### config.mk
export PLATFORM = sky130hd
export DESIGN_NAME = alu_serial_seq
export DESIGN_NICKNAME = d
export VERILOG_FILES = /design/src/rtl/alu_serial_seq.sv
export SDC_FILE = /design/constraint.sdc
export NUM_CORES = 1
export LEC_CHECK = 0
export ABC_AREA = 0
export CAP_MARGIN = 20
export CORE_MARGIN = 3
export CORE_UTILIZATION = 53
export DETAILED_ROUTE_END_ITERATION = 8
export GPL_ROUTABILITY_DRIVEN = 0
export PLACE_DENSITY = 0.92
export SYNTH_ARGS = -nofsm -noshare
export SYNTH_HDL_FRONTEND = slang
export SYNTH_SLANG_ARGS = --single-unit
### constraint.sdc
create_clock -name clk -period 6.8 [get_ports clk]
set_clock_uncertainty 0.15 [all_clocks]
set_input_delay 1.36 -clock clk [delete_from_list [all_inputs] [get_ports clk]]
set_output_delay 1.36 -clock clk [all_outputs]
set_load 0.02 [all_outputs]
### src/rtl/alu_serial_seq.sv
// Bit-serial ALU sequencer: drives one external 1-bit ALU slice per clock, LSB first,
// and assembles the WIDTH-bit result plus zero/carry/overflow flags.
module alu_serial_seq #(
  parameter int WIDTH = 32
) (
  input  logic             clk,
  input  logic             rst,
  input  logic             start,
  input  logic [3:0]       ALU_control,
  input  logic [WIDTH-1:0] src1,
  input  logic [WIDTH-1:0] src2,
  output logic             busy,
  output logic             done,
  output logic [WIDTH-1:0] result,
  output logic             zero,
  output logic             cout,
  output logic             overflow,
  output logic             slice_src1,
  output logic             slice_src2,
  output logic             slice_less,
  output logic             slice_A_invert,
  output logic             slice_B_invert,
  output logic             slice_cin,
  output logic [1:0]       slice_operation,
  input  logic             slice_result,
  input  logic             slice_cout,
  output logic [1:0]       dbg_state
);

  localparam int IW = (WIDTH > 1) ? $clog2(WIDTH) : 1;
  localparam logic [IW-1:0] LAST_IDX = IW'(WIDTH - 1);

  typedef enum logic [1:0] {
    S_IDLE = 2'd0,
    S_RUN  = 2'd1,
    S_DONE = 2'd2
  } state_t;

  state_t           state_q;
  logic [IW-1:0]    idx_q;
  logic             carry_q;
  logic [WIDTH-1:0] a_sh_q;
  logic [WIDTH-1:0] b_sh_q;
  logic [WIDTH-2:0] res_q;
  logic             a_inv_q;
  logic             b_inv_q;
  logic [1:0]       op_q;
  logic             arith_q;
  logic             slt_q;
  logic             valid_q;
  logic             busy_q;
  logic             done_q;
  logic [WIDTH-1:0] result_q;
  logic             zero_q;
  logic             cout_q;
  logic             ovf_q;

  logic             dec_a_inv;
  logic             dec_b_inv;
  logic [1:0]       dec_op;
  logic             dec_cin0;
  logic             dec_arith;
  logic             dec_slt;
  logic             dec_valid;

  always_comb begin
    dec_a_inv = 1'b0;
    dec_b_inv = 1'b0;
    dec_op    = 2'd0;
    dec_cin0  = 1'b0;
    dec_arith = 1'b0;
    dec_slt   = 1'b0;
    dec_valid = 1'b1;
    case (ALU_control)
      4'b0000: dec_op = 2'd0;
      4'b0001: dec_op = 2'd1;
      4'b0010: begin
        dec_op    = 2'd2;
        dec_arith = 1'b1;
      end
      4'b0110: begin
        dec_b_inv = 1'b1;
        dec_op    = 2'd2;
        dec_cin0  = 1'b1;
        dec_arith = 1'b1;
      end
      4'b0111: begin
        dec_b_inv = 1'b1;
        dec_op    = 2'd2;
        dec_cin0  = 1'b1;
        dec_arith = 1'b1;
        dec_slt   = 1'b1;
      end
      4'b1100: begin
        dec_a_inv = 1'b1;
        dec_b_inv = 1'b1;
        dec_op    = 2'd0;
      end
      default: dec_valid = 1'b0;
    endcase
  end

  // The MSB bit is finished in the same cycle it is captured, so the final word and
  // flags are formed from the live slice outputs plus the bits already assembled.
  logic             run;
  logic             ovf_last;
  logic [WIDTH-1:0] assembled;
  logic [WIDTH-1:0] result_d;

  assign run       = (state_q == S_RUN);
  assign ovf_last  = carry_q ^ slice_cout;
  assign assembled = {slice_result, res_q};

  always_comb begin
    result_d = assembled;
    if (!valid_q) begin
      result_d = '0;
    end else if (slt_q) begin
      result_d = {{(WIDTH-1){1'b0}}, slice_result ^ ovf_last};
    end
  end

  always_ff @(posedge clk or posedge rst) begin
    if (rst) begin
      state_q  <= S_IDLE;
      idx_q    <= '0;
      carry_q  <= 1'b0;
      a_sh_q   <= '0;
      b_sh_q   <= '0;
      res_q    <= '0;
      a_inv_q  <= 1'b0;
      b_inv_q  <= 1'b0;
      op_q     <= 2'd0;
      arith_q  <= 1'b0;
      slt_q    <= 1'b0;
      valid_q  <= 1'b0;
      busy_q   <= 1'b0;
      done_q   <= 1'b0;
      result_q <= '0;
      zero_q   <= 1'b0;
      cout_q   <= 1'b0;
      ovf_q    <= 1'b0;
    end else begin
      done_q <= 1'b0;
      case (state_q)
        S_IDLE: begin
          if (start) begin
            state_q <= S_RUN;
            busy_q  <= 1'b1;
            idx_q   <= '0;
            carry_q <= dec_cin0;
            a_sh_q  <= src1;
            b_sh_q  <= src2;
            res_q   <= '0;
            a_inv_q <= dec_a_inv;
            b_inv_q <= dec_b_inv;
            op_q    <= dec_op;
            arith_q <= dec_arith;
            slt_q   <= dec_slt;
            valid_q <= dec_valid;
          end
        end
        S_RUN: begin
          carry_q <= slice_cout;
          a_sh_q  <= a_sh_q >> 1;
          b_sh_q  <= b_sh_q >> 1;
          if (idx_q == LAST_IDX) begin
            state_q  <= S_DONE;
            busy_q   <= 1'b0;
            done_q   <= 1'b1;
            idx_q    <= '0;
            result_q <= result_d;
            zero_q   <= (result_d == '0);
            cout_q   <= arith_q & slice_cout;
            ovf_q    <= arith_q & ovf_last;
          end else begin
            res_q[idx_q] <= slice_result;
            idx_q        <= idx_q + IW'(1);
          end
        end
        S_DONE: state_q <= S_IDLE;
        default: state_q <= S_IDLE;
      endcase
    end
  end

  // Operands shift right, so the current bit is always at position 0.
  assign slice_src1      = run & a_sh_q[0];
  assign slice_src2      = run & b_sh_q[0];
  assign slice_less      = 1'b0;
  assign slice_A_invert  = run & a_inv_q;
  assign slice_B_invert  = run & b_inv_q;
  assign slice_cin       = run & carry_q;
  assign slice_operation = run ? op_q : 2'd0;

  assign busy      = busy_q;
  assign done      = done_q;
  assign result    = result_q;
  assign zero      = zero_q;
  assign cout      = cout_q;
  assign overflow  = ovf_q;
  assign dbg_state = state_q;

endmodule

==> flow_metrics.py <==
metrics = {
    "outcome": {
        "outcome": "complete, no violations",
    },
    "clock_network": {
        "postCtsSetupBuffers": 0,
        "cts_buffers": 17,
        "cts_tree": "built",
        "clk_pin_slew_worst_paths_ps": 60,
        "cts_hold_buf": 0,
        "clk_path_buf_depth": 2,
        "cts_resized": 0,
        "cts_sinks": 147,
        "clkLatencyLatePin_ps": 420,
        "cts_root_buf": "clkbuf_16",
        "htree_num_levels": 4,
    },
    "detailed_routing": {
        "initialDrtViolationCount": 392,
        "drc": 0,
        "via_per_inst": 5.78,
        "wl_mm": 15.8,
        "vias": 5623,
        "dr.pass1.iters": 5,
        "wl_per_cell_microns": 16.3,
        "antenna_left": 0,
    },
    "floorplan": {
        "rows": 40,
        "num_io_pins": 120,
        "initial_core_util_pct": 54.8,
        "die_w_microns": 118,
        "die_y_microns": 118,
        "coreArea_sq_mm": 0.0122,
        "dieArea_sq_mm": 0.0140,
    },
    "placed_design": {
        "dp_cells": 940,
        "hpwlAfterDp_mm": 9.92,
        "placed_cell_area_sq_mm": 0.00781,
        "port_buffers": 118,
    },
    "timing": {
        "setup_viol": 0,
        "finalCriticalPeriod_ps": 4240,
        "rsz0062_at_grt": "false",
        "fmax_mhz": 236,
        "slew_viol_final": 0,
        "finalHoldViolCount": 0,
        "max_slew_margin_pct": 44.5,
        "tightest_slew_ps": 831,
        "period_share_pct": 62.3,
        "setup-tns-final_ps": 0,
    },
    "critical_path": {
        "critical_path_buf_inv_count": 2,
        "worstSetupPathType": "reg -> out",
        "worstSetupStartpointType": "register",
        "worstPathArrival_ps": 2730,
        "end_kind": "output port",
        "worstPathRequired_ps": 5290,
        "max_stage_delay_ps": 730,
        "crit_path_top_delay_cell": "nor2b_1",
        "cpLargestDelayFamily": "simple AND/OR/NAND/NOR gates",
        "crit_path_cell_trace": "buf_4 -> nor2b_1 -> and2_1 -> clkdlybuf4s50_1",
        "cp_max_fo": 74,
    },
    "cells_and_area": {
        "final_area_sq_mm": 0.00847,
        "fin_util_pct": 69.6,
        "nets": 869,
        "multi_input_area_sq_mm": 0.00266,
        "finalNonFillerCells": 972,
        "fillers": 912,
        "antenna_cells": 0,
        "mostFrequentLayoutCells": "o21ai_0 (162), nand2_1 (150), dfrtp_1 (145), clkdlybuf4s50_1 (118), a22oi_1 (62)",
        "final_common_cell": "o21ai_0",
        "synthToLayoutAreaGrowth_pct": 27.0,
        "seqCellArea_sq_mm": 0.00368,
        "drive_gt1_share_pct": 5.85,
    },
    "synth": {
        "synth_area_sq_mm": 0.00667,
        "syn_avg_cell_area_sq_um": 9.43,
        "yosysUniqueCellTypes": 44,
        "synth_fp_nets": 785,
        "synth_seq_cells": 147,
        "synthArstFlopShare_pct": 100,
        "syn_inst": 707,
        "ys_warn_count": 0,
        "yosysSeqAreaShare_pct": 55.2,
        "ys.flop_type": "dfrtp_1",
        "synth_edf_count": 0,
    },
    "global_route": {
        "grt_pass1_vias": 5573,
        "grt_max_degree": 92,
        "grt_usage_pct": 23.1,
        "grt_pass1_wl_mm": 26.4,
        "antenna_found_initial": 0,
        "grt_overflow": 0,
    },
    "hold_path": {
        "min_path_type": "reg -> reg",
    },
    "power_and_ir_drop": {
        "power_per_cell_area_mw_per_mm2": 397,
        "peakVddDrop_uv": 230,
        "p_leak_uw": 0.00347,
    },
    "flow_run": {
        "drv_cap": 0,
    },
}
through the flow:
| step | power, uW | hold slack, ps | worst slack [ps] |
|---|---|---|---|
| CTS | 3370 | 333 | 2490 |
| detailed placement | 2310 | 320 | 2970 |
| finish | 3360 | 327 | 2560 |
| global placement | 2260 | 308 | 2990 |
| floorplan | 2020 | 285 | 1340 |
| global route | 3550 | 356 | 2350 |
logic make-up (layout without fill, tap and decap cells):
group,Yosys count,after routing,synth area share (%)
buffers and inverters,65,162,5.07
other,1,1,0.0562
multiplexers,1,1,0.150
AO/OA/AOI/OAI,277,277,23.9
AND/OR/NAND/NOR,209,209,14.5
flip-flops,147,147,55.2
adder cells (fa/ha/maj),5,5,0.938
XOR/XNOR,2,2,0.263
path summary, 6_finish.rpt:
kind | start | endpoint | slack, ps | cells after the start
max | dbg_state[1]$_DFFE_PP0P_ | slice_src1 | 2560 | 4
min | result[10]$_DFFE_PP0P_ | result[10]$_DFFE_PP0P_ | 330 | 2
max reg2reg | idx_q[0]$_DFFE_PP0P_ | res_q[26]$_DFFE_PP0P_ | 3890 | 7
min reg2reg | result[10]$_DFFE_PP0P_ | result[10]$_DFFE_PP0P_ | 330 | 2
max in group asynchronous | rst | result[18]$_DFFE_PP0P_ | 3980 | 3
min in group asynchronous | rst | a_sh_q[16]$_DFFE_PP0P_ | 1330 | 2
synthesized netlist by cell type, types with 5 or more instances:
| cell type | count | area (sq um) |
|---|---|---|
| o21ai_0 | 162 | 811 |
| nand2_1 | 150 | 563 |
| dfrtp_1 | 147 | 3680 |
| a22oi_1 | 62 | 465 |
| a21oi_1 | 36 | 180 |
| buf_2 | 24 | 120 |
| clkbuf_1 | 19 | 71.3 |
| buf_4 | 10 | 75.1 |
| nor2b_1 | 9 | 56.3 |
| and2_1 | 7 | 43.8 |
| nor4_1 | 7 | 43.8 |
| inv_1 | 6 | 22.5 |
| nand3b_1 | 6 | 45.0 |
| o21ai_1 | 6 | 30.0 |
| ha_1 | 5 | 62.6 |
worst reg2reg max path, cell delays in order (launching register included):
cell,delay [ps]
dfrtp_1,450
ha_1,470
and3_1,230
ha_1,270
nand2b_1,200
a21o_1,670
o21ai_0,270
o21ai_0,120
layer usage:
metal | wire, microns | track usage (%) | up-vias
li1 | - | - | 2656
met1 | 6530 | 29.3 | 2698
met2 | 7810 | 37.1 | 231
met3 | 1080 | 5.79 | 38
met4 | 393 | 10.8 | 0
met5 | 0 | 0 | -
state kept, by name (all words and copies together) (netlist names):
signal	count
a_inv_q	1
a_sh_q	32
arith_q	1
b_inv_q	1
b_sh_q	32
busy	1
carry_q	1
cout	1
dbg_state	2
done	1
idx_q	5
op_q	2
overflow	1
res_q	31
result	32
slt_q	1
valid_q	1
zero	1
final cells by class:
cell class | count | area share, %
flip-flops and latches | 147 | 43.5
multi-input cells | 495 | 31.4
repair buffers | 124 | 14.5
clock buffers | 20 | 5.39
well taps | 168 | 2.48
clock inverters | 12 | 2.39
inverters | 6 | 0.325
power breakdown:
group	leakage, uW	total, uW	switching [uW]	internal, uW
logic	0.00121	971	566	405
registers	0.00195	1350	214	1140
clock network	0.000309	1030	364	671
total	0.00347	3360	1140	2220
Note: power is estimated with default switching activity, not from simulation.
